===== src/rtl/if_fetch_ctrl.sv =====
// Small generic FIFO with synchronous clear; head is visible combinationally.
// Latency: a write is visible at the head on the following cycle (no bypass).
// Backpressure: writes are dropped when full unless a read frees a slot the same cycle.
module sync_fifo #(
    parameter int WIDTH = 8,
    parameter int DEPTH = 2
) (
    input  logic                       clk,
    input  logic                       rst,
    input  logic                       clr,
    input  logic                       wr_vld,
    input  logic [WIDTH-1:0]           wr_dat,
    input  logic                       rd_rdy,
    output logic                       rd_vld,
    output logic [WIDTH-1:0]           rd_dat,
    output logic [$clog2(DEPTH+1)-1:0] count
);
    localparam int CW = $clog2(DEPTH + 1);
    localparam int PW = (DEPTH > 1) ? $clog2(DEPTH) : 1;

    logic [WIDTH-1:0] mem [DEPTH];
    logic [PW-1:0]    wr_ptr;
    logic [PW-1:0]    rd_ptr;
    logic             wr_ok;
    logic             rd_ok;

    function automatic logic [PW-1:0] ptr_inc(input logic [PW-1:0] p);
        return (p == PW'(DEPTH - 1)) ? '0 : p + PW'(1);
    endfunction

    assign rd_vld = (count != '0);
    assign rd_dat = mem[rd_ptr];
    assign rd_ok  = rd_rdy & rd_vld;
    assign wr_ok  = wr_vld & ((count != CW'(DEPTH)) | rd_ok);

    always_ff @(posedge clk or posedge rst) begin
        if (rst) begin
            wr_ptr <= '0;
            rd_ptr <= '0;
            count  <= '0;
        end else if (clr) begin
            wr_ptr <= '0;
            rd_ptr <= '0;
            count  <= '0;
        end else begin
            if (wr_ok) wr_ptr <= ptr_inc(wr_ptr);
            if (rd_ok) rd_ptr <= ptr_inc(rd_ptr);
            if (wr_ok && !rd_ok)      count <= count + CW'(1);
            else if (!wr_ok && rd_ok) count <= count - CW'(1);
        end
    end

    always_ff @(posedge clk) begin
        if (wr_ok && !clr) mem[wr_ptr] <= wr_dat;
    end
endmodule

// Instruction fetch controller: issues sequential fetches, buffers responses, handles redirects.
// Latency: response to out_valid is 1 cycle; first request 2 cycles after reset release.
// Backpressure: if_stall holds the head; requests stop once inflight + buffered reaches DEPTH.
module if_fetch_ctrl #(
    parameter logic [63:0] RESET_PC = 64'h0000_0000_8000_0000,
    parameter int          DEPTH    = 2
) (
    input  logic        clk,
    input  logic        rst,
    output logic        imem_req_valid,
    input  logic        imem_req_ready,
    output logic [63:0] imem_req_addr,
    input  logic        imem_resp_valid,
    input  logic [31:0] imem_resp_data,
    input  logic        if_stall,
    input  logic        redirect_valid,
    input  logic [63:0] redirect_pc,
    output logic        out_valid,
    output logic [63:0] out_pc,
    output logic [31:0] out_inst,
    output logic        if_ready
);
    localparam int          CW  = $clog2(DEPTH + 1);
    localparam int          SW  = CW + 1;
    localparam logic [31:0] NOP = 32'h0000_0013;

    typedef enum logic [1:0] {BOOT, FETCH, FLUSH} state_t;

    state_t        state_q, state_d;
    logic [63:0]   pc_q;
    logic [63:0]   resp_pc_q;
    logic [CW-1:0] inflight_q, inflight_d;
    logic [CW-1:0] stale_q, stale_d;
    logic [CW-1:0] occ;
    logic [95:0]   head_dat;
    logic [63:0]   redirect_tgt;
    logic          req_hs;
    logic          resp_take;
    logic          resp_drop;
    logic          push;
    logic          pop;
    logic          unused_redirect_lsb;

    assign redirect_tgt        = {redirect_pc[63:2], 2'b00};
    assign unused_redirect_lsb = ^redirect_pc[1:0];

    assign req_hs    = imem_req_valid & imem_req_ready;
    // Responses with nothing outstanding are spurious and ignored.
    assign resp_take = imem_resp_valid & (inflight_q != '0);
    assign resp_drop = resp_take & (stale_q != '0);
    assign push      = resp_take & ~resp_drop & ~redirect_valid & (state_q == FETCH);
    assign pop       = out_valid & ~if_stall & ~redirect_valid;

    always_comb begin
        inflight_d = inflight_q;
        if (req_hs && !resp_take)      inflight_d = inflight_q + CW'(1);
        else if (!req_hs && resp_take) inflight_d = inflight_q - CW'(1);
    end

    // Everything still outstanding after a redirect cycle belongs to the old path.
    always_comb begin
        stale_d = stale_q;
        if (redirect_valid && state_q != FLUSH) stale_d = inflight_d;
        else if (resp_drop)                     stale_d = stale_q - CW'(1);
    end

    always_ff @(posedge clk or posedge rst) begin
        if (rst) state_q <= BOOT;
        else     state_q <= state_d;
    end

    always_comb begin
        state_d = state_q;
        case (state_q)
            BOOT:    state_d = FETCH;
            FETCH:   state_d = (redirect_valid && stale_d != '0) ? FLUSH : FETCH;
            FLUSH:   state_d = (stale_d == '0) ? FETCH : FLUSH;
            default: state_d = BOOT;
        endcase
    end

    always_comb begin
        imem_req_valid = 1'b0;
        if (state_q == FETCH)
            imem_req_valid = (SW'(inflight_q) + SW'(occ)) < SW'(DEPTH);
    end

    assign imem_req_addr = pc_q;

    // resp_pc_q tracks the PC of the next non-stale response; responses return in order.
    always_ff @(posedge clk or posedge rst) begin
        if (rst) begin
            pc_q       <= RESET_PC;
            resp_pc_q  <= RESET_PC;
            inflight_q <= '0;
            stale_q    <= '0;
        end else begin
            inflight_q <= inflight_d;
            stale_q    <= stale_d;
            if (redirect_valid) begin
                pc_q      <= redirect_tgt;
                resp_pc_q <= redirect_tgt;
            end else begin
                if (req_hs) pc_q      <= pc_q + 64'd4;
                if (push)   resp_pc_q <= resp_pc_q + 64'd4;
            end
        end
    end

    sync_fifo #(
        .WIDTH (96),
        .DEPTH (DEPTH)
    ) u_ibuf (
        .clk    (clk),
        .rst    (rst),
        .clr    (redirect_valid),
        .wr_vld (push),
        .wr_dat ({resp_pc_q, imem_resp_data}),
        .rd_rdy (pop),
        .rd_vld (out_valid),
        .rd_dat (head_dat),
        .count  (occ)
    );

    assign if_ready = out_valid;
    assign out_pc   = out_valid ? head_dat[95:32] : 64'd0;
    assign out_inst = out_valid ? head_dat[31:0]  : NOP;
endmodule


===== config.mk =====
export PLATFORM = sky130hd
export DESIGN_NAME = if_fetch_ctrl
export DESIGN_NICKNAME = d
export VERILOG_FILES = /design/src/rtl/if_fetch_ctrl.sv
export SDC_FILE = /design/constraint.sdc
export NUM_CORES = 1
export LEC_CHECK = 0
export BUFFER_PORTS_ARGS = -buffer_cell sky130_fd_sc_hd__buf_2
export CAP_MARGIN = 0
export CELL_PAD_IN_SITES_DETAIL_PLACEMENT = 0
export CELL_PAD_IN_SITES_GLOBAL_PLACEMENT = 1
export CORE_ASPECT_RATIO = 1.75
export CORE_UTILIZATION = 40
export CTS_CLUSTER_SIZE = 24
export DETAILED_ROUTE_END_ITERATION = 16
export PLACE_DENSITY_LB_ADDON = 0.1
export REMOVE_ABC_BUFFERS = 1
export SLEW_MARGIN = 20
export SYNTH_ARGS = -nofsm -noshare
export SYNTH_HDL_FRONTEND = slang
export SYNTH_HIERARCHICAL = 1
export SYNTH_SLANG_ARGS = --single-unit

===== constraint.sdc =====
create_clock -name clk -period 10.1 [get_ports clk]
set_input_delay 1.01 -clock clk [delete_from_list [all_inputs] [get_ports clk]]
set_output_delay 1.01 -clock clk [all_outputs]
set_load 0.05 [all_outputs]

**Yosys cells after proc, flatten, opt, wreduce, memory -nomap -nowiden**

Memories as Yosys holds them, arrays and structs flattened.
Index checks and enable logic that the tools add are counted.

- $add $sub $neg: 10
- Multiply operators: 0
- Divide/modulo/power cells: 0
- $lt $le $gt $ge: 1
- Equal/unequal tests: 4
- Shifts and indexed selects: 0
- Muxes and demuxes: 25
- Bitwise gates (word level): 14
- Reduce and logical (&&, ||, !) cells: 23

Operators by type and width:

| operator | number |
|---|---|
| $mux 64 | 5 |
| $add 64x3->64 const B | 2 |
| $mux 32 | 1 |
| $mux 2 | 9 |
| $reduce_bool 2->1 | 8 |
| $and 1x1->1 | 10 |
| $mux 1 | 9 |
| $logic_and 1x1->1 | 7 |
| $pmux 2 s3 | 1 |
| $sub 2x1->2 const B | 3 |
| $logic_not 1->1 | 5 |
| $add 2x1->2 const B | 2 |
| $logic_not 2->1 | 2 |
| $ne 2x2->1 const B | 2 |
| $add 2x2->3 | 1 |
| $lt 3x2->1 const B | 1 |
| $not 1->1 | 3 |
| $reduce_bool 3->1 | 1 |
| $add 1x1->1 const B | 2 |
| $eq 2x1->1 const B | 1 |
| $eq 2x2->1 const B | 1 |
| $or 1x1->1 | 1 |

- Flip-flop bits (word level): 138
- Bits in latches: 0
- Bits in writable memories: 192
- ROM bits: 0
- Output and inout bits: 163
- Word-level logic and storage cells: 86
- Memories kept: 1

Memory list:

| memory | depth | bits a word | rd ports | clocked after Yosys merged registers in | write ports | RTL line | RTL |
|---|---|---|---|---|---|---|---|
| u_ibuf.mem | 2 | 96 | 1 | 0 | 1 | 21 | `logic [WIDTH-1:0] mem [DEPTH];` |

**Longest topological paths before layout**

Gate-level depths: netlist (run 1).

- Depth in word-level cells: 13
- Mapped depth: 11

**Modules after synthesis**

The synthesis (run 1) kept the hierarchy.

By module, submodules not included:

| module | instances | cells each | area each (um2) | seq. area each (um2) |
|---|---|---|---|---|
| if_fetch_ctrl | 1 | 1,009 | 8,839.7 | 3,255.6 |
| sync_fifo | 1 | 323 | 7,279.5 | 5,865.6 |

**Worst setup path after synthesis (run 1)**

OpenSTA, ideal clock, no wires.

- Path kind: input to register
- Start point: input port redirect_valid
- End point: memory u_ibuf.mem[1][0], enable pin
- Library setup time: 0.690 ns
- Data arrival time: 9.013 ns
- Required time: 9.410 ns
- Setup slack: 0.397 ns
- Stages: 6
- Buffers on the path: 1
- Cell sequence: buf_6 -> or3b_1 -> or2_2 -> inv_1 -> o31ai_4 -> nor3b_1

RTL lines:

| item | RTL line | RTL |
|---|---|---|
| start: declaration | 73 | `input logic redirect_valid,` |
| $not 1->1 | 108 | `assign push = resp_take & ~resp_drop & ~redirect_valid & (state_q == FETCH);` |
| $and 1x1->1 (2 in series) | 108 |  |
| named net push | 97 | `logic push;` |
| $and 1x1->1 | 34 | `assign wr_ok = wr_vld & ((count != CW'(DEPTH)) \| rd_ok);` |
| $logic_and 1x1->1 | 54 | `if (wr_ok && !clr) mem[wr_ptr] <= wr_dat;` |
| $mux 1 | 54 |  |
| $mux 1 (implied by the code) | 54 |  |
| end: declaration | 21 |  |

The timed path passes the listed nets, and every way through them passes these cells.

**Final worst setup path (run 1)**

- Start point: input port redirect_valid
- End point: memory u_ibuf.mem[1][51], enable pin

The elaborated chain is that of the path after synthesis.

==> impl_metrics.env, run 1 <==
export IMPL_yosysWarnings=6
export IMPL_slew_viol_final=0
export IMPL_final_cell_mix="buf_2 (259), edfxtp_1 (192), dfrtp_1 (131)"
export IMPL_hold_class="input pin to async pin"
export IMPL_p_leak_nw=7.344
export IMPL_ys_ff_latch=326
export IMPL_crit_required_ps=10250
export IMPL_cts_buffers=34
export IMPL_start_util=0.4079
export IMPL_end_kind="flip-flop"
export IMPL_syn_inst=1332
export IMPL_row_count=96
export IMPL_wl_per_cell_um=21.97
export IMPL_final_common_cell="buf_2"
export IMPL_num_vias=11750
export IMPL_cts_max_path_buffers=3
export IMPL_synth_top_area_frac=0.3577
export IMPL_cts_setup_buffers=0
export IMPL_clock_root_buffer="clkbuf_16"
export IMPL_cts_tree="yes"
export IMPL_power_density_mw_per_mm2=185.6
export IMPL_timing_fmax_mhz=210.4
export IMPL_finalCritPeriodShare=0.4705
export IMPL_place_hpwl_mm=32.68
export IMPL_crit_path_start_kind="input pin"
export IMPL_die_w_um=153.7
export IMPL_dp_cells=2041
export IMPL_arrival_ps=4900
export IMPL_drtIter0Drc=528
export IMPL_totalWireLength_mm=46.18
export IMPL_ios=265
export IMPL_vias_per_cell=5.591
export IMPL_ys_types=66
export IMPL_track_usage=0.2257
export IMPL_finalNonFillerCells=2102
export IMPL_finalNetCount=1695
export IMPL_cap_violations=0
export IMPL_rsz0062_at_grt="no"
export IMPL_portBuffers=260
export IMPL_grt_max_degree=99
export IMPL_die_y_um=267.6
export IMPL_avgSynthCellArea_um2=12.10
export IMPL_cts_hold_buf=0
export IMPL_cts_sinks=326
export IMPL_critical_path_max_fanout=71
export IMPL_diodes=0
export IMPL_crit_type="input pin to flip-flop"
export IMPL_grt_pass1_wl_mm=70.51
export IMPL_cp_startpoint="redirect_valid"
export IMPL_status="complete, no violations"
export IMPL_syn_to_final_growth_pct=17.85
export IMPL_async_reset_ff_frac=0.4110
export IMPL_grt_pass1_vias=11880
export IMPL_synth_largest_area_cell="edfxtp_1"
export IMPL_clkLatencyLatePin_ps=530
export IMPL_min_period_ps=4752
export IMPL_drt_pass1_iterations=6
export IMPL_slew_headroom=0.2596
export IMPL_reg2reg_from="stale_q[0]"
export IMPL_hold_viol=0
export IMPL_ctsResizeCount=0
export IMPL_grt_ovfl_total=0
export IMPL_syn_area_mm2=0.01612
export IMPL_coreArea_mm2=0.03952
export IMPL_clk_pin_slew_ps=60
export IMPL_drc=0
export IMPL_total_power_mw=3.525
export IMPL_grt_antenna_before_repair=0
export IMPL_skew_ps=10.60
export IMPL_peakVddDrop_mv=0.1715
export IMPL_htree_levels=2
export IMPL_tightest_slew_ps=1109
export IMPL_dieArea_mm2=0.04114
export IMPL_setup_viol=0
export IMPL_synth_edf_count=192
export IMPL_ant_nets=0
export IMPL_ys_flop_type="edfxtp_1"
export IMPL_seq_area_frac_synth=0.5659
export IMPL_synthTopCellsByArea="edfxtp_1 (36%), dfrtp_1 (20%), mux2_2 (7.7%)"
export IMPL_drive_above_1_share=0.3071
export IMPL_tns_ps=0
export IMPL_globalplace_congestion=0.8548
==> registers in the layout, indices dropped and copies added (netlist names), 2 cells and up <==
signal / flops
u_ibuf/mem: 192
imem_req_addr: 62
resp_pc_q: 62
inflight_q: 2
stale_q: 2
state_q: 2
u_ibuf/count: 2
==> metal layers <==
metal | vias to the layer above | part of all wire | GRT usage
li1 | 5516 | - | -
met1 | 5776 | 0.38 | 0.2517
met2 | 357 | 0.53 | 0.4140
met3 | 104 | 0.046 | 0.03657
met4 | 0 | 0.046 | 0.1105
met5 | - | 0 | 0
==> where the power goes <==
group	internal (mW)	total, mW	switching [mW]
registers	1.50	1.62	0.116
logic	0.204	0.685	0.482
clock network	0.701	1.22	0.523
total	2.40	3.52	1.12
==> cells in the mapped netlist, types with 10 or more instances <==
master,n
a21oi_1,23
a211oi_1,15
o31ai_1,16
nor3b_1,10
xor2_1,23
nand4_1,75
inv_1,28
nor2_1,78
or2_2,11
nand2b_1,20
nand3_1,48
and4_1,13
nand2_1,63
mux2i_1,10
or4_1,11
a31oi_1,17
mux2_2,110
dfrtp_1,132
or3_1,13
nor4_1,43
clkbuf_1,41
mux2_4,30
nor3_1,29
xnor2_1,41
o31a_1,27
o21ai_0,16
and3_1,17
edfxtp_1,192
and2_1,101
==> path summary, 6_finish.rpt <==
check,endpoint,slack (ps),cells after the start
worst max-delay path,u_ibuf/mem[1][51],5350,8
worst min-delay path,u_ibuf/count[0],410,2
worst max register to register,u_ibuf/mem[1][51],5450,9
worst min register to register,u_ibuf/mem[0][93],520,0
max in group asynchronous,imem_req_addr[63],7880,3
min in group clk,u_ibuf/mem[0][93],520,0
==> critical path, stage by stage <==
cell and delay (ps):
buf_4 340, or3b_1 630, or2_2 360, inv_1 210
o31ai_4 160, nor3b_4 910, buf_4 430, buf_4 710
==> area by class of cell <==
class                   count  area [µm²]
clock buffers              49       978.4
clock inverters            12       88.84
fillers                  3722       20520
inverters                  29       113.9
multi-input cells         920        6653
flip-flops and latches    326        9125
well taps                 490       613.1
repair buffers            276        1424
==> metrics by stage <==
step / utilization / setup slack, ps / hold slack [ps] / instance area (µm²)
after floorplan: - / 440.3 / 464.7 / 15840
after global placement: 0.4537 / 4822 / 489.3 / 17930
after detailed placement: 0.4537 / 4789 / 503.3 / 17930
after CTS: 0.4807 / 5358 / 407.0 / 19000
after global routing: 0.4807 / 5182 / 425.8 / 19000
final: 0.4807 / 5348 / 414.8 / 19000
==> logic make-up (layout without fill, tap and decap cells) <==
logic type               Yosys count  count (layout)  synth area share
AND/OR/NAND/NOR                  550             550            0.1931
buffers and inverters             91             366           0.02530
AO/OA/AOI/OAI                    143             143           0.06388
flip-flops                       326             326            0.5659
adder cells (fa/ha/maj)            6               6          0.005123
other                              1               6         0.0002326
multiplexers                     151             151            0.1117
XOR/XNOR                          64              64           0.03477
Power figures use the tool's default switching activity.
==> run 2, diff against run 1 <==
==> constraint.sdc (replaced) <==
create_clock -name clk -period 4.1 [get_ports clk]
set_input_delay 0.41 -clock clk [delete_from_list [all_inputs] [get_ports clk]]
set_output_delay 0.41 -clock clk [all_outputs]
set_load 0.05 [all_outputs]
==> run 2 against run 1 <==
Against the previous run:
- sequential power rose by 150%
- non-clock buffer count is 36 higher
- sequential share of layout area fell by 0.94 points
- final area grew 2.0%
- hold slack worse by 390 ps
- register-to-register slack got worse by 4900 ps
- wire length decreased by 0.18%
- count of clock-buffer cells in the layout fell by 3
- first-iteration DRC count up 29%
- critical path depth fell by 1
- clock power is 150% higher
==> impl_metrics.env, run 2 (synthesis results as in run 1) <==
export IMPL_start_util=0.4079
export IMPL_track_usage=0.2228
export IMPL_grt_max_degree=99
export IMPL_vias_per_cell=5.543
export IMPL_drtIter0Drc=681
export IMPL_dieArea_mm2=0.04114
export IMPL_largest_register_ffs=192
export IMPL_dpl_instance_area_mm2=0.01811
export IMPL_arrival_ps=4010
export IMPL_row_count=96
export IMPL_drc=0
export IMPL_crit_required_ps=4590
export IMPL_rsz0062_at_grt="no"
export IMPL_power_density_mw_per_mm2=450.4
export IMPL_hold_viol=0
export IMPL_fill_cells=3651
export IMPL_cts_buffers=31
export IMPL_hold_class="input pin to flip-flop"
export IMPL_skew_ps=9.582
export IMPL_coreArea_mm2=0.03952
export IMPL_slew_viol_final=0
export IMPL_finalCritPeriodShare=0.8576
export IMPL_cts_max_path_buffers=3
export IMPL_min_period_ps=3516
export IMPL_ant_nets=0
export IMPL_crit_type="flip-flop to flip-flop"
export IMPL_slew_headroom=0.3948
export IMPL_diodes=0
export IMPL_syn_to_final_growth_pct=20.21
export IMPL_critical_path_max_fanout=17
export IMPL_grt_ovfl_total=0
export IMPL_portBuffers=260
export IMPL_status="complete, no violations"
export IMPL_final_common_cell="buf_2"
export IMPL_clkLatencyLatePin_ps=580
export IMPL_crit_path_start_kind="flip-flop"
export IMPL_clock_root_buffer="clkbuf_16"
export IMPL_final_cell_mix="buf_2 (259), edfxtp_1 (192), dfrtp_1 (131)"
export IMPL_largest_register="u_ibuf/mem"
export IMPL_htree_levels=1
export IMPL_cts_sinks=326
export IMPL_place_hpwl_mm=33.20
export IMPL_p_leak_nw=7.503
export IMPL_setup_viol=0
export IMPL_globalplace_congestion=0.8608
export IMPL_cap_violations=0
export IMPL_clk_pin_slew_ps=60
export IMPL_die_w_um=153.7
export IMPL_grt_pass1_vias=11850
export IMPL_ios=265
export IMPL_total_power_mw=8.726
export IMPL_cts_tree="yes"
export IMPL_tightest_slew_ps=907.8
export IMPL_finalNetCount=1728
export IMPL_drt_pass1_iterations=5
export IMPL_drive_above_1_share=0.3064
export IMPL_fin_area_mm2=0.01938
export IMPL_grt_pass1_wl_mm=69.79
export IMPL_grt_antenna_before_repair=0
export IMPL_num_vias=11840
export IMPL_totalWireLength_mm=46.10
export IMPL_peakVddDrop_mv=0.3587
export IMPL_die_y_um=267.6
export IMPL_wl_per_cell_um=21.59
export IMPL_end_kind="flip-flop"
export IMPL_timing_fmax_mhz=284.4
## run 2: changes by cell type in the layout (fill, tap and decap cells not counted), sizes merged
cell,before,now
clkinvlp,1,0
clkinv,9,6
dlygate4sd3,0,21
clkbuf,49,46
bufinv,1,5
buf,276,291
## run 2: repair_timing
| action | 4_1_cts | 5_1_grt |
|---|---|---|
| hold buffers | 21 | 0 |
| buffers inserted | 0 | 0 |
| gates resized for setup | 0 | 0 |
| hold endpoints to repair | 82 | 0 |
## run 2: area by class of cell
type,count,area [µm²],share of cell area
sequential,326,9125,0.4709
multi-input combinational,920,6631,0.3422
timing repair buffer,312,1834,0.09467
clock buffer,46,872.1,0.04501
tap,490,613.1,0.03164
clock inverter,12,186.4,0.009622
inverter,29,113.9,0.005876
## run 2: final timing paths
check	from	end	slack (ps)	cells past startpoint
worst min-delay path	imem_resp_data[25]	u_ibuf/mem[0][25]	20	1
worst max-delay path	u_ibuf/count[0]	imem_req_addr[41]	580	7
worst max register to register	u_ibuf/count[0]	imem_req_addr[41]	580	7
min in group asynchronous	rst	u_ibuf/rd_ptr	300	3
max in group asynchronous	rst	imem_req_addr[14]	2680	4
worst min register to register	resp_pc_q[61]	u_ibuf/mem[0][93]	530	0
## run 2: worst max-delay path, stage by stage (launching register included)
cell and delay, ps:
dfrtp_1 470, and2_1 210, fa_1 470, or3_1 610, nor2_1 330, nand3_1 500
or4_1 640, a31oi_1 190
## run 2: where the power goes
| part | switching, mW | internal, mW |
|---|---|---|
| logic | 1.20 | 0.538 |
| clock network | 1.24 | 1.78 |
| registers | 0.276 | 3.69 |
| total | 2.72 | 6.01 |
## run 2: through the flow
step	hold WS (ps)	util	TNS [ps]	cells	worst slack (ps)
after CTS	2.070	0.4903	0	2135	566.0
after global placement	349.8	0.4582	0	2056	631.8
after floorplan	176.1	-	-1018960	1275	-5560
after detailed placement	355.4	0.4582	0	2056	590.2
final	22.61	0.4903	0	2135	583.7
after global routing	9.836	0.4903	0	2135	324.7
## run 2: per-layer routing
layer  track usage  vias up  wire (µm)
met4        0.1178        0       2357
li1              -     5587          -
met2        0.4125      347      24270
met3       0.03236      110       2156
met1        0.2442     5791      17320
met5             0        -          0
